==> src/rtl/aes_inv_round_ctrl_if.sv <==
// Stream, key-store and datapath signals of the AES inverse-round sequencer.
// master = sequencer side, slave = surrounding environment.
interface aes_inv_round_ctrl_if #(
  parameter int unsigned KIW = 4
) ();
  logic [127:0]   in_data;
  logic           in_valid;
  logic           in_ready;
  logic [KIW-1:0] rk_idx;
  logic [127:0]   rk_data;
  logic [127:0]   dp_state;
  logic [127:0]   dp_key;
  logic           dp_last;
  logic [127:0]   dp_result;
  logic [127:0]   out_data;
  logic           out_valid;
  logic           out_ready;
  logic           busy;

  modport master (
    input  in_data, in_valid, rk_data, dp_result, out_ready,
    output in_ready, rk_idx, dp_state, dp_key, dp_last, out_data, out_valid, busy
  );

  modport slave (
    output in_data, in_valid, rk_data, dp_result, out_ready,
    input  in_ready, rk_idx, dp_state, dp_key, dp_last, out_data, out_valid, busy
  );
endinterface

==> src/rtl/aes_inv_round_ctrl.sv <==
// AES inverse-cipher block sequencer: owns the state register, walks round keys NR..0 through
// an external inverse-round datapath. Define AES_INV_CTRL_ABORT_EN to add the abort input.
module aes_inv_round_ctrl #(
  parameter int unsigned NR  = 10,
  parameter int unsigned KIW = 4
) (
  input logic                  sys_clk,
  input logic                  sys_rst,
`ifdef AES_INV_CTRL_ABORT_EN
  input logic                  abort,
`endif
  aes_inv_round_ctrl_if.master ctrl
);

  localparam logic [KIW-1:0] RkTop  = KIW'(NR);
  localparam logic [KIW-1:0] RkNext = KIW'(NR - 1);
  localparam logic [KIW-1:0] RkOne  = KIW'(1);

  typedef enum logic [1:0] {
    StIdle,
    StAdd,
    StRun,
    StDone
  } fsm_e;

  fsm_e           fsm_q, fsm_d;
  logic [127:0]   state_q, state_d;
  logic [KIW-1:0] rk_idx_q, rk_idx_d;
  logic           abort_req;

`ifdef AES_INV_CTRL_ABORT_EN
  assign abort_req = abort & (fsm_q != StIdle);
`else
  assign abort_req = 1'b0;
`endif

  always_comb begin
    fsm_d    = fsm_q;
    state_d  = state_q;
    rk_idx_d = rk_idx_q;
    unique case (fsm_q)
      StIdle: begin
        if (ctrl.in_valid) begin
          state_d  = ctrl.in_data;
          rk_idx_d = RkTop;
          fsm_d    = StAdd;
        end
      end
      StAdd: begin
        // Initial whitening with the last round key; the datapath is bypassed here.
        state_d  = state_q ^ ctrl.rk_data;
        rk_idx_d = RkNext;
        fsm_d    = StRun;
      end
      StRun: begin
        state_d = ctrl.dp_result;
        if (rk_idx_q != '0) begin
          rk_idx_d = rk_idx_q - RkOne;
        end else begin
          fsm_d = StDone;
        end
      end
      StDone: begin
        if (ctrl.out_ready) begin
          rk_idx_d = RkTop;
          fsm_d    = StIdle;
        end
      end
    endcase

    if (abort_req) begin
      fsm_d    = StIdle;
      state_d  = '0;
      rk_idx_d = RkTop;
    end
  end

  always_ff @(posedge sys_clk) begin
    if (sys_rst) begin
      fsm_q    <= StIdle;
      state_q  <= '0;
      rk_idx_q <= RkTop;
    end else begin
      fsm_q    <= fsm_d;
      state_q  <= state_d;
      rk_idx_q <= rk_idx_d;
    end
  end

  assign ctrl.in_ready  = (fsm_q == StIdle);
  assign ctrl.rk_idx    = rk_idx_q;
  assign ctrl.dp_state  = state_q;
  assign ctrl.dp_key    = ctrl.rk_data;
  assign ctrl.dp_last   = (fsm_q == StRun) && (rk_idx_q == '0);
  assign ctrl.out_data  = state_q;
  // An abort in DONE suppresses the handshake in the same cycle.
  assign ctrl.out_valid = (fsm_q == StDone) && !abort_req;
  assign ctrl.busy      = (fsm_q != StIdle);

endmodule

==> src/flat_wrapper.sv <==
// flat-port wrapper written by rule: the top's interface ports become plain ports
module aes_inv_round_ctrl_flat 
#(
  parameter int unsigned NR  = 10,
  parameter int unsigned KIW = 4
)
  (sys_clk, sys_rst, ctrl_in_data, ctrl_in_valid, ctrl_rk_data, ctrl_dp_result, ctrl_out_ready, ctrl_in_ready, ctrl_rk_idx, ctrl_dp_state, ctrl_dp_key, ctrl_dp_last, ctrl_out_data, ctrl_out_valid, ctrl_busy);
  aes_inv_round_ctrl_if #(.KIW(KIW)) ctrl_i ();
  input logic sys_clk;
  input logic sys_rst;
  input wire logic [$bits(ctrl_i.in_data)-1:0] ctrl_in_data;
  input wire logic [$bits(ctrl_i.in_valid)-1:0] ctrl_in_valid;
  input wire logic [$bits(ctrl_i.rk_data)-1:0] ctrl_rk_data;
  input wire logic [$bits(ctrl_i.dp_result)-1:0] ctrl_dp_result;
  input wire logic [$bits(ctrl_i.out_ready)-1:0] ctrl_out_ready;
  output wire logic [$bits(ctrl_i.in_ready)-1:0] ctrl_in_ready;
  output wire logic [$bits(ctrl_i.rk_idx)-1:0] ctrl_rk_idx;
  output wire logic [$bits(ctrl_i.dp_state)-1:0] ctrl_dp_state;
  output wire logic [$bits(ctrl_i.dp_key)-1:0] ctrl_dp_key;
  output wire logic [$bits(ctrl_i.dp_last)-1:0] ctrl_dp_last;
  output wire logic [$bits(ctrl_i.out_data)-1:0] ctrl_out_data;
  output wire logic [$bits(ctrl_i.out_valid)-1:0] ctrl_out_valid;
  output wire logic [$bits(ctrl_i.busy)-1:0] ctrl_busy;
  assign ctrl_i.in_data = ctrl_in_data;
  assign ctrl_i.in_valid = ctrl_in_valid;
  assign ctrl_i.rk_data = ctrl_rk_data;
  assign ctrl_i.dp_result = ctrl_dp_result;
  assign ctrl_i.out_ready = ctrl_out_ready;
  assign ctrl_in_ready = ctrl_i.in_ready;
  assign ctrl_rk_idx = ctrl_i.rk_idx;
  assign ctrl_dp_state = ctrl_i.dp_state;
  assign ctrl_dp_key = ctrl_i.dp_key;
  assign ctrl_dp_last = ctrl_i.dp_last;
  assign ctrl_out_data = ctrl_i.out_data;
  assign ctrl_out_valid = ctrl_i.out_valid;
  assign ctrl_busy = ctrl_i.busy;
  aes_inv_round_ctrl #(.NR(NR), .KIW(KIW)) u_core (.sys_clk(sys_clk), .sys_rst(sys_rst), .ctrl(ctrl_i));
endmodule
==> config.mk <==
export PLATFORM = sky130hd
export DESIGN_NAME = aes_inv_round_ctrl_flat
export DESIGN_NICKNAME = d
export VERILOG_FILES = /design/src/rtl/aes_inv_round_ctrl_if.sv /design/src/rtl/aes_inv_round_ctrl.sv /design/src/flat_wrapper.sv
export SDC_FILE = /design/constraint.sdc
export NUM_CORES = 1
export LEC_CHECK = 0
export BUFFER_PORTS_ARGS = -buffer_cell sky130_fd_sc_hd__buf_2
export CORE_AREA = 5 5 305 307
export CTS_BUF_LIST = sky130_fd_sc_hd__clkbuf_4 sky130_fd_sc_hd__clkbuf_8 sky130_fd_sc_hd__clkbuf_16
export DETAILED_ROUTE_END_ITERATION = 8
export DIE_AREA = 0 0 310 312
export SYNTH_ARGS = -nofsm -noshare
export SYNTH_HDL_FRONTEND = slang
export SYNTH_SLANG_ARGS = --single-unit
==> constraint.sdc <==
create_clock -name sys_clk -period 5.5 [get_ports sys_clk]
set_clock_uncertainty 0.2 [all_clocks]
set_input_delay 0 -clock sys_clk [delete_from_list [all_inputs] [get_ports sys_clk]]
set_output_delay 0 -clock sys_clk [all_outputs]
set_load 0.1 [all_outputs]
# --- Yosys cells after proc, flatten, opt, wreduce, memory -nomap -nowiden ---
# Cells that the tools add are included.
totals:
  register_bits: 134
  input_bits: 388
  output_inout_bits: 392
  wordCells: 31
classes:
  addsub: 1
  n_eq_ne: 7
  n_mux: 10
  bitwise: 1
  n_reduce_logical: 9
ops:
  columns: ["op", "n"]
  rows:
  - ["$pmux 128 s3", 1]
  - ["$mux 128", 1]
  - ["$xor 128x128->128", 1]
  - ["$pmux 4 s4", 1]
  - ["$mux 4", 3]
  - ["$pmux 2 s4", 1]
  - ["$mux 2", 3]
  - ["$ne 2x2->1 const B", 3]
  - ["$reduce_and 3->1", 2]
  - ["$eq 2x2->1 const B", 2]
  - ["$logic_not 4->1", 1]
  - ["$reduce_bool 4->1", 1]
  - ["$sub 4x1->4 const B", 1]
  - ["$reduce_bool 3->1", 1]
  - ["$eq 2x1->1 const B", 1]
  - ["$logic_not 2->1", 1]
  - ["$ne 2x1->1 const B", 1]
  - ["$reduce_and 2->1", 1]
  - ["$reduce_bool 2->1", 1]
  - ["$logic_and 1x1->1", 1]

# --- Longest topological paths before layout ---
depth:
  depth_word: 3
  ltp_mapped: 8
  mapped_depth_nobuf: 6

# --- Worst setup path before layout ---
# Ideal clock, no wire load.
synth_timing:
  path_type: "reg-to-reg"
  from: "reg u_core.rk_idx_q[0] (netlist: u_core.ctrl.rk_idx[0])"
  to: "reg u_core.rk_idx_q[0] (netlist: u_core.ctrl.rk_idx[0])"
  setup_ps: 136
  arrival_ps: 2233
  t_required_ps: 5164
  path_slack_ps: 2931
  path_stages_with_launch: 7
  path_buffers: 0
  period_less_slack_ps: 2569
  path_cell_list: "dfxtp_1 > inv_1 > ha_1 > nand4bb_1 > inv_2 > nor3_1 > a211oi_1"
synth_between:
  elab_chain_len: 3
  word_cells_on_any_way: 6
  cone_classes: "add/sub (1); eq/ne (1); mux (2); reduce/logical (2)"
synth_lines:
  columns: ["item", "line", "text"]
  rows:
  - ["start: declaration", "aes_inv_round_ctrl.sv:28", "logic [KIW-1:0] rk_idx_q, rk_idx_d;"]
  - ["start signal: assignment", "aes_inv_round_ctrl.sv:82", "rk_idx_q <= RkTop;"]
  - ["start signal: assignment", "aes_inv_round_ctrl.sv:86", "rk_idx_q <= rk_idx_d;"]
  - ["$sub 4x1->4 / $reduce_bool 4->1 (equally long branches)", "aes_inv_round_ctrl.sv:58, aes_inv_round_ctrl.sv:57", null]
  - ["$mux 4 / $ne 2x1->1 (equally long branches)", null, null]
  - ["$pmux 4 s4 / $reduce_and 3->1 (equally long branches)", null, null]
# Parallel ways exist; a longest one is shown, timed or not. The select of a mux whose other input is x is not followed.
# A chain may end at the register's enable or synchronous reset.

# --- Worst setup path after layout ---
layout_timing:
  from: "reg u_core.fsm_q[0]"
  to: "reg u_core.state_q[84] (netlist: u_core.ctrl.dp_state[84])"
layout_between:
  elab_chain_len: 3
  word_cells_on_any_way: 7
  cone_classes: "eq/ne (3); mux (1); reduce/logical (3)"
layout_lines:
  columns: ["item", "line", "text"]
  rows:
  - ["start: declaration", "aes_inv_round_ctrl.sv:26", "fsm_e fsm_q, fsm_d;"]
  - ["start signal: assignment", "aes_inv_round_ctrl.sv:80", "fsm_q <= StIdle;"]
  - ["start signal: assignment", "aes_inv_round_ctrl.sv:84", "fsm_q <= fsm_d;"]
  - ["$eq 2x1->1, or another cell as far along", "aes_inv_round_ctrl.sv:41", "unique case (fsm_q)"]
  - ["$reduce_bool 3->1 (no line) / $ne 2x2->1 (equally long branches)", null, null]
  - ["$reduce_and 2->1 (no line)", null, null]
  - ["end signal: assignment", "aes_inv_round_ctrl.sv:85", "state_q <= state_d;"]
  - ["end: declaration", "aes_inv_round_ctrl.sv:27", "logic [127:0] state_q, state_d;"]
# Parallel ways exist; a longest one is shown, timed or not.

==> run_results.csv <==
group,metric,value,unit
outcome,outcome,"finished clean",
detailed_routing,vias_per_cell,4.171,
sta,period_share,81.88,%
sta,setup_violations,0,
worst_setup_path,cp-end-kind,"register",
global_routing,grt_max_degree,133,
worst_setup_path,worstSetupEndpoint,"u_core.ctrl.dp_state[84]",
sta,hold_ws,192.7,ps
hold_path,hold_class,"input port to primary output",
placement,port_buffers,779,
die,ioPinCount,780,
layout,layout_common_cells,"buf_2 (778), dlygate4sd3_1 (389), inv_1 (262)",
clock_network,clock_latency,490,ps
hold_path,hold_start,"ctrl_rk_data[116]",
clock_network,post_cts_buffers,0,
sta,setup_slack,996.8,ps
pwr,p_sw,8.597,mW
worst_setup_path,arrival,4670,ps
flow_run,max_cap_viol_count,0,
worst_setup_path,critical-path-max-stage-delay,860,ps
yosys,avgSynthCellArea,8.343,um2
sta,slew_viol_final,0,
worst_setup_path,crit_fanout,99,
die,die_h,312,um
worst_setup_path,crit_path_start,"u_core.fsm_q[0]",
sta,fmax,0.2221,GHz
yosys,yosysWarnings,0,
layout,fillers,9855,
pwr,pwr-share-seq,13.0,%
detailed_routing,wl,62.09,mm
global_routing,met3_usage,3.643,%
clock_network,clock-sinks,134,
clock_network,cts.clk_slew.worst_paths,70,ps
pwr,swShare,64.19,%
global_routing,track_usage,12.01,%
clock_network,clockBufferDepth,2,
yosys,netlist_instances,1334,
placement,dpl.cell_count,2916,
global_routing,grt_pass1_vias,14140,
worst_setup_path,path_cells,"inv_1, ha_4, inv_4, buf_12, a221oi_1, dlygate4sd3_1, o32ai_1, dlygate4sd3_1",
yosys,synth_nets,1728,
layout,nets,2542,
placement,place_ws,2267,ps
die,initial_utilization,12.40,%
clock_network,cts_inserted_buffers,17,
pwr,finalPower,13.39,mW
yosys,synth-edff-count,0,
yosys,ys.flop_type,"dfxtp_1",
global_routing,top_usage_layer,"met2",
worst_setup_path,critPathLaunchType,"register",
pwr,p_int,4.795,mW
worst_setup_path,critical_path_class,"register to register",
die,core_area,89740,um2
detailed_routing,wl_per_cell,18.54,um
detailed_routing,detail_route.iter0.violations,1206,
layout,area_growth,67.94,%
sta,worst_slew_pin_slew,1188,ps
detailed_routing,drt-pass1-iter-count,6,
worst_setup_path,ff2ff_path_depth,8,
global_routing,grt-ovfl-total,0,
pwr,powerDensity,716.5,nW/um2
layout,multiInputGateArea,4921,um2
sta,hold_viol_final,0,
yosys,ys_seq_area_share,24.10,%
placement,dp_hpwl,42.02,mm
die,die_w,310,um
global_routing,grt_use_met2,19.92,%
sta,setup_tns,0,ps
die,rows,110,
global_routing,grt_pass1_wl,88.79,mm
clock_network,root_buffer,"clkbuf_16",
worst_setup_path,reg2reg_to,"u_core.ctrl.dp_state[84]",
detailed_routing,vias,13970,
sta,relSlewSlack,20.83,%
global_routing,antenna_found_initial,12,
worst_setup_path,r2r-start,"u_core.fsm_q[0]",
detailed_routing,drcViolationCount,0,
layout,drive_above_1_share,38.96,%
worst_setup_path,cp_common_cell,"dlygate4sd3_1",
die,dieArea,96720,um2
layout,final_cells,3349,
layout,final_common_cell,"buf_2",
placement,gp_congestion,0.8607,
pwr,p_comb_share,77.0,%
pwr,ir_drop,0.7219,mV
worst_setup_path,rrSetupSlack,1000,ps
pwr,p_clk_share,10.0,%
clock_network,ctsHoldBuffers,389,
layout,register_area,2683,um2
yosys,synth-seq-cells,134,
worst_setup_path,crit_required,5670,ps
worst_setup_path,slowest_stage,"ha_4",
sta,min_period,4503,ps
clock_network,post_cts_resized,0,
sta,rsz0062_at_grt,"false",
clock_network,cts_max_level,4,
pwr,p_leak,8.964,nW
yosys,ys_async_sr_fraction,0,%
clock_network,cts_tree,"yes",
yosys,synth_cell_types,35,
global_routing,grt_use_met1,14.12,%
yosys,netlist_area,11130,um2
detailed_routing,ant_nets,0,
## cells in the mapped netlist, types with 2 or more instances
master / n / area (um2)
nor4_1: 2 / 12.51
and2_1: 2 / 12.51
and4b_1: 128 / 1281
nand2_1: 3 / 11.26
a221oi_1: 128 / 1121
a21oi_1: 2 / 10.01
buf_2: 41 / 205.2
nand2b_1: 2 / 12.51
inv_1: 262 / 983.4
mux2i_1: 2 / 20.02
o32ai_2: 10 / 162.7
o32ai_1: 118 / 1033
buf_6: 15 / 168.9
a211oi_1: 129 / 968.4
inv_2: 2 / 7.510
clkbuf_1: 71 / 266.5
or3b_1: 2 / 17.52
buf_4: 258 / 1937
dfxtp_1: 134 / 2683
o211ai_1: 2 / 15.01
ha_1: 6 / 75.07
nand4_1: 2 / 12.51
## flip-flops by register name, indices dropped and copies added, names as in the netlist
register,flops
u_core.fsm_q,2
u_core.ctrl.rk_idx,4
u_core.ctrl.dp_state,128
## power groups by stage
stage	clock network [mW]	logic, mW	registers [mW]
global route	1.45	10.7	1.79
global placement	0	8.92	1.74
detailed placement	0	8.94	1.75
CTS	1.42	10.2	1.73
finish	1.34	10.3	1.74
floorplan	0	5.49	4.02
## per-layer routing
layer / vias up / wire length (um)
li1: 6376 / -
met1: 6667 / 24070
met2: 801 / 29460
met3: 126 / 5889
met4: 0 / 2668
met5: - / 0
## worst max-delay path: cells and delay by family (launching register included)
family	cells	cell delay, ps
flops	1	440
buf+inv	5	1980
fa+ha+maj	1	860
compound gates	2	560
## kinds of logic (layout without fill, tap and decap cells)
family | count (synthesis) | in the layout | synth area share, %
AO/OA/AOI/OAI | 396 | 396 | 30.25
adder cells (fa/ha/maj) | 6 | 6 | 0.6745
buffers and inverters | 649 | 1476 | 32.06
flip-flops | 134 | 134 | 24.10
multiplexers | 2 | 2 | 0.1799
other | 0 | 12 | 0
AND/OR/NAND/NOR | 147 | 147 | 12.73
## how the worst min path moves through the flow
stage	to	slack, ps	cells after the start
finish	ctrl_dp_key[116]	190	2
floorplan	u_core.ctrl.dp_state[94]	-20	2
global route	ctrl_dp_key[106]	200	2
CTS	ctrl_dp_key[117]	190	2
global placement	u_core.ctrl.dp_state[94]	70	3
detailed placement	u_core.ctrl.dp_state[13]	90	3
## cell type report
cell class,count,area share (%)
antenna,12,0.1607
clock buffer,21,2.504
clock inverter,11,0.9238
inverter,264,5.315
multi-input combinational,551,26.33
sequential,134,14.35
tap,1176,7.873
timing repair buffer,1180,42.54
## per-stage QoR
stage                     instance area, um2  util [%]
after floorplan                        11130         -
after global placement                 14130     15.74
after global routing                   18670     20.80
after CTS                              18660     20.79
final                                  18690     20.83
after detailed placement               14130     15.74
Power figures use the tool's default switching activity.
